===== src/rtl/if_fetch.sv =====
// Instruction-fetch stage.
// Each 32-bit instruction is gathered as four little-endian byte reads from a
// byte-wide memory controller. The stage writes the IF/ID registers, signals
// if_stall while no instruction is ready, obeys the stall controller's hold
// bit and redirects on jumps coming back from EX.
module if_fetch #(
  parameter logic [31:0] RESET_PC    = 32'h0,
  parameter int          STALL_W     = 6,
  parameter int          IF_HOLD_BIT = 1
) (
  input  logic               i_clk,
  input  logic               i_rst,
  input  logic [STALL_W-1:0] i_stall_state,
  input  logic               i_jmp_flag,
  input  logic [31:0]        i_jmp_target,
  output logic               o_mem_req,
  output logic [31:0]        o_mem_addr,
  input  logic               i_mem_ack,
  input  logic [7:0]         i_mem_rdata,
  output logic               o_if_stall,
  output logic [31:0]        o_if_pc,
  output logic [31:0]        o_if_inst,
  output logic               o_if_valid
);

  typedef enum logic [1:0] {IDLE, FETCH, HOLD, FLUSH} state_t;

  state_t      r_state;
  logic [31:0] r_pc;
  logic [1:0]  r_byteCnt;
  logic [31:0] r_ibuf;
  logic [31:0] r_flushAddr;
  logic [31:0] r_ifPc;
  logic [31:0] r_ifInst;
  logic        r_ifValid;

  state_t      w_nextState;
  logic [31:0] w_nextPc;
  logic [1:0]  w_nextCnt;
  logic [31:0] w_nextIbuf;
  logic [31:0] w_nextFlushAddr;
  logic [31:0] w_nextIfPc;
  logic [31:0] w_nextIfInst;
  logic        w_nextIfValid;

  logic        w_hold;
  logic        w_finalAck;
  logic [31:0] w_fetchAddr;
  logic        w_reqPending;
  logic        w_unused;

  // Only the hold bit of the stall code and the word-aligned part of the
  // jump target matter here; the rest is folded away on purpose.
  assign w_unused = ^{i_jmp_target[1:0], i_stall_state};

  assign w_hold       = i_stall_state[IF_HOLD_BIT];
  assign w_fetchAddr  = r_pc + {30'b0, r_byteCnt};
  assign w_reqPending = (r_state == FETCH) || (r_state == FLUSH);
  assign w_finalAck   = (r_state == FETCH) && i_mem_ack && (r_byteCnt == 2'd3);

  // A flush keeps presenting the abandoned address so the outstanding
  // request stays stable until the controller acknowledges it.
  assign o_mem_req  = !i_rst && w_reqPending;
  assign o_mem_addr = (r_state == FLUSH) ? r_flushAddr : w_fetchAddr;
  assign o_if_stall = !i_rst && ((r_state == IDLE) || (r_state == FLUSH) ||
                      ((r_state == FETCH) && !(w_finalAck && !i_jmp_flag)));

  assign o_if_pc    = r_ifPc;
  assign o_if_inst  = r_ifInst;
  assign o_if_valid = r_ifValid;

  // Next-state logic: a jump overrides everything else; otherwise each state
  // collects bytes, hands a finished word to IF/ID or waits for hold/flush.
  always_comb begin
    w_nextState     = r_state;
    w_nextPc        = r_pc;
    w_nextCnt       = r_byteCnt;
    w_nextIbuf      = r_ibuf;
    w_nextFlushAddr = r_flushAddr;
    w_nextIfPc      = r_ifPc;
    w_nextIfInst    = r_ifInst;
    w_nextIfValid   = r_ifValid;

    if (i_jmp_flag) begin
      w_nextPc      = {i_jmp_target[31:2], 2'b00};
      w_nextCnt     = 2'd0;
      w_nextIfValid = 1'b0;
      if (w_reqPending && !i_mem_ack) begin
        w_nextState = FLUSH;
        if (r_state == FETCH) begin
          w_nextFlushAddr = w_fetchAddr;
        end
      end else begin
        w_nextState = FETCH;
      end
    end else begin
      case (r_state)
        IDLE: begin
          w_nextState = FETCH;
        end
        FETCH: begin
          if (i_mem_ack) begin
            w_nextIbuf[{r_byteCnt, 3'b000} +: 8] = i_mem_rdata;
            w_nextCnt = r_byteCnt + 2'd1;
          end
          if (w_finalAck) begin
            if (!w_hold) begin
              w_nextIfPc    = r_pc;
              w_nextIfInst  = {i_mem_rdata, r_ibuf[23:0]};
              w_nextIfValid = 1'b1;
              w_nextPc      = r_pc + 32'd4;
            end else begin
              w_nextState = HOLD;
            end
          end else if (!w_hold) begin
            w_nextIfValid = 1'b0;
          end
        end
        HOLD: begin
          if (!w_hold) begin
            w_nextIfPc    = r_pc;
            w_nextIfInst  = r_ibuf;
            w_nextIfValid = 1'b1;
            w_nextPc      = r_pc + 32'd4;
            w_nextState   = FETCH;
          end
        end
        FLUSH: begin
          if (i_mem_ack) begin
            w_nextState = FETCH;
          end
        end
        default: begin
          w_nextState = IDLE;
        end
      endcase
    end
  end

  // State register; reset wins over every other update.
  always_ff @(posedge i_clk) begin
    if (i_rst) begin
      r_state     <= IDLE;
      r_pc        <= RESET_PC;
      r_byteCnt   <= 2'd0;
      r_ibuf      <= 32'd0;
      r_flushAddr <= 32'd0;
      r_ifPc      <= 32'd0;
      r_ifInst    <= 32'd0;
      r_ifValid   <= 1'b0;
    end else begin
      r_state     <= w_nextState;
      r_pc        <= w_nextPc;
      r_byteCnt   <= w_nextCnt;
      r_ibuf      <= w_nextIbuf;
      r_flushAddr <= w_nextFlushAddr;
      r_ifPc      <= w_nextIfPc;
      r_ifInst    <= w_nextIfInst;
      r_ifValid   <= w_nextIfValid;
    end
  end

endmodule


===== config.mk =====
export PLATFORM = sky130hd
export DESIGN_NAME = if_fetch
export DESIGN_NICKNAME = d
export VERILOG_FILES = /design/src/rtl/if_fetch.sv
export SDC_FILE = /design/constraint.sdc
export NUM_CORES = 1
export LEC_CHECK = 0
export BUFFER_PORTS_ARGS = -buffer_cell sky130_fd_sc_hd__buf_2
export CAP_MARGIN = 20
export CORE_ASPECT_RATIO = 1.2
export CORE_MARGIN = 4
export CORE_UTILIZATION = 50
export CTS_CLUSTER_DIAMETER = 50
export DETAILED_ROUTE_END_ITERATION = 7
export GPL_TIMING_DRIVEN = 0
export HOLD_SLACK_MARGIN = 0.03
export PLACE_DENSITY_LB_ADDON = 0.2
export SLEW_MARGIN = 5
export SYNTH_ARGS = -nofsm -noshare
export SYNTH_HDL_FRONTEND = slang
export SYNTH_SLANG_ARGS = --single-unit

===== constraint.sdc =====
create_clock -name i_clk -period 5.4 [get_ports i_clk]
set_input_delay 0.27 -clock i_clk [delete_from_list [all_inputs] [get_ports i_clk]]
set_output_delay 0.27 -clock i_clk [all_outputs]
set_load 0.03 [all_outputs]

==> summary.md <==
| Metric | Value |
|---|---|
| Largest net degree at the start of global routing | `17` |
| Violation count after the first detailed-routing iteration | `~300` |
| GR peak layer | `met2` |
| Synth cell count leaders | `238 x nand2_1, 161 x dfxtp_1, 135 x a21oi_1` |
| PortBufs | `~140` |
| Met3 usage | `~4.4%` |
| Via density per instance | `between 5 and 6` |
| Clock buffer depth | `2` |
| Fill count | `1191` |
| Vias in the first global route | `between 6000 and 7000` |
| Die H | `about 140 microns` |
| Layout Utilization | `between 60% and 70%` |
| Chip width | `approximately 120 microns` |
| Mapped cell area | `slightly below 0.007 sq mm` |
| IO Pins | `around 150` |
| Gpl congestion | `roughly 0.88` |
| F_max | `344 MHz` |
| Peak VDD IR | `roughly 190 uV` |
| P&R area growth vs syn | `21.5%` |
| Cells after Synth | `870` |
| Fraction of layout cells with a size suffix above 1 | `around 20%` |
| Worst Tran Pin Value | `roughly 0.97 ns` |
| Asr flop ratio synth | `0%` |
| Ant. Diodes | `0` |
| CP required | `slightly above 5 ns` |
| Leak | `approximately 3.2 nW` |
| Status | `complete, no violations` |
| Setup-failing EPs final | `0` |
| Met2 Track Usage GR | `41.8%` |
| Final Hold Fails | `0` |
| Layout net count | `1086` |
| Seq/Total Area, Yosys | `a little under half` |
| CTS tree | `built` |
| Met1 Use GR | `30.4%` |
| Crit path capture type | `primary output` |
| Cts bufs inserted | `17` |
| Via total after detailed routing | `about 6500` |
| Top-area cell type share of the netlist area | `between 40% and 50%` |
| Core area | `about 0.013 sq mm` |
| Cell row count | `46` |
| Initial Util | `about half` |
| Fin crit period | `between 2 and 3 ns` |
| Number of synthesized register bits | `between 150 and 200` |
| Clk_skew | `0.0103 ns` |
| Design Area, Final | `between 0.008 and 0.009 sq mm` |
| ANT nets after route | `0` |
| Sequential cell area | `0.00322 sq mm` |
| Setup Total Neg Slack | `0 ns` |
| Drc violations | `0` |
| First-pass GRT wire length | `between 30000 and 40000 microns` |
| PwrDens | `325 mW/mm^2` |
| Hold WC Path Type | `in2reg` |
| DP Area | `0.00784 sq mm` |
| Wire per inst | `~16 microns` |
| Commonest register cell after synthesis | `dfxtp_1` |
| Clk Latency, worst-skew pair | `0.43 ns` |
| Clk slew on worst S/H paths | `about 0.07 ns` |
| Cell chosen for the clock root | `clkbuf_16` |
| Final cycle utilization of the critical path | `between 50% and 60%` |
| Gates resized, CTS repair | `0` |
| # Max-Cap Violations | `0` |
| Unique masters post-synth | `41` |
| CTS sink count | `161` |
| Total grt overflow | `0` |
| Synth top area cells | `dfxtp_1 46%, nand2_1 13%, a21oi_1 9.7%, mux2_2 4.9%, nand3_1 3.5%` |
| Initial antenna violation count | `0` |
| RSZ-0062 raised after global routing | `no` |
| Total global-route track usage | `between 20% and 30%` |
| Syn_area_per_cell | `between 7 and 8 sq um` |
| Yosys warns | `0` |
| Top-count cell post-synth | `nand2_1` |
| Peak fanout along the critical path | `10` |
| Max-slew violation count | `0` |
| CP Launch Type | `flop` |
| # hold bufs at CTS | `0` |
| Arr. time, crit path | `~2.6 ns` |
| Multi-input gate area | `about 0.0034 sq mm` |
| WL final | `19200 microns` |
| Hold slack final | `slightly above 0.08 ns` |
| DP HPWL | `about 14000 microns` |
| FF-to-FF path depth | `7` |
| Biggest area consumer among synthesized cells | `dfxtp_1` |
| Die Area | `between 0.015 and 0.02 sq mm` |
| TritonRoute pass-1 iters | `5` |
| WHS Path Cells | `3` |
| H-Tree Depth | `4` |
| Post-CTS setup buffers | `0` |
| CP Class | `reg2out` |
| Slew HR | `a little over a third` |
| Post-synth EDFFs | `0` |
[worst max-delay path, cell delays in order, from the launching register on]
cell and delay (ns):
dfxtp_1 0.39, ha_1 0.16, clkbuf_1 0.46, buf_1 0.60, mux2_2 0.42, buf_2 0.18
[cells by family after synthesis]
group,count (synthesis),share of synthesized area [%]
AND/OR/NAND/NOR,378,23.3
AO/OA/AOI/OAI,182,14.8
flip-flops,161,46.4
buffers and inverters,72,4.11
multiplexers,38,6.02
XOR/XNOR,29,3.66
adder cells (fa/ha/maj),9,1.62
other,1,0.0540
[flip-flops by register name, summed over array words and instances (netlist names)]
register / flops
o_if_inst: 32
r_flushAddr: 32
r_ibuf: 32
o_if_pc: 30
r_pc: 30
r_byteCnt: 2
r_state: 2
o_if_valid: 1
[through the flow]
step	worst slack, ns	cells	power [W]
final	2.49	1208	0.00274
after global placement	2.76	1176	0.00155
after CTS	2.48	1208	0.00275
after global routing	2.36	1208	0.00283
after detailed placement	2.74	1176	0.00155
after floorplan	3.12	871	0.00146
[cells in the final DEF (no fill, tap or decap), types with 2 or more instances in the layout]
cell        netlist  routed
inv_1             6       6
bufinv_16         0       2
dfxtp_1         161     161
or2_2             2       2
inv_6             0       5
nand2b_1          2       2
ha_1              9       9
clkbuf_1         56      57
o21a_1            3       3
a21oi_1         135     135
nor2_1           48      48
nand4b_1          4       4
buf_1             7       7
nand4_1          10      10
nor4_1            2       2
nor3_1            3       3
nor3b_1           5       5
o21ai_0           8       8
nand2_1         238     238
a211oi_1         28      28
a311oi_1          2       2
buf_4             2       2
clkinv_4          0       3
xnor2_1           6       6
and3_1            9       9
clkbuf_16         0      17
mux2_2           30      30
nand3_1          48      48
buf_2             0     137
mux2i_1           8       8
clkinvlp_4        0       2
xor2_1           23      23
conb_1            1       2
[worst paths after layout]
| kind | start | slack (ns) | endpoint |
|---|---|---|---|
| worst max-delay path | r_state[1] | 2.49 | o_mem_addr[24] |
| worst min-delay path | i_jmp_target[2] | 0.08 | r_pc[2] |
| worst max register to register | r_state[1] | 2.70 | r_pc[31] |
| worst min register to register | r_ibuf[20] | 0.45 | r_ibuf[20] |
[power breakdown]
part	internal (W)	total [W]	switching (W)
sequential	0.00122	0.00125	0.0000320
clock	0.000702	0.00122	0.000514
combinational	0.0000901	0.000280	0.000190
[layer usage]
layer | wire (microns) | share of wire (%) | vias up
li1 | - | - | 3257
met1 | 8140 | 42 | 3035
met2 | 9390 | 49 | 211
met3 | 1200 | 6.2 | 37
met4 | 439 | 2.3 | 0
met5 | 0 | 0 | -
[layout make-up]
| class | instances | share of cell area, % |
|---|---|---|
| buffer | 66 | 3.12 |
| timing repair buffer | 137 | 8.13 |
| clock inverter | 13 | 1.78 |
| tap | 168 | 2.49 |
| clock buffer | 19 | 5.25 |
| multi-input combinational | 638 | 40.7 |
| sequential | 161 | 38.2 |
| inverter | 6 | 0.267 |
Note: power is estimated with default switching activity, not from simulation.
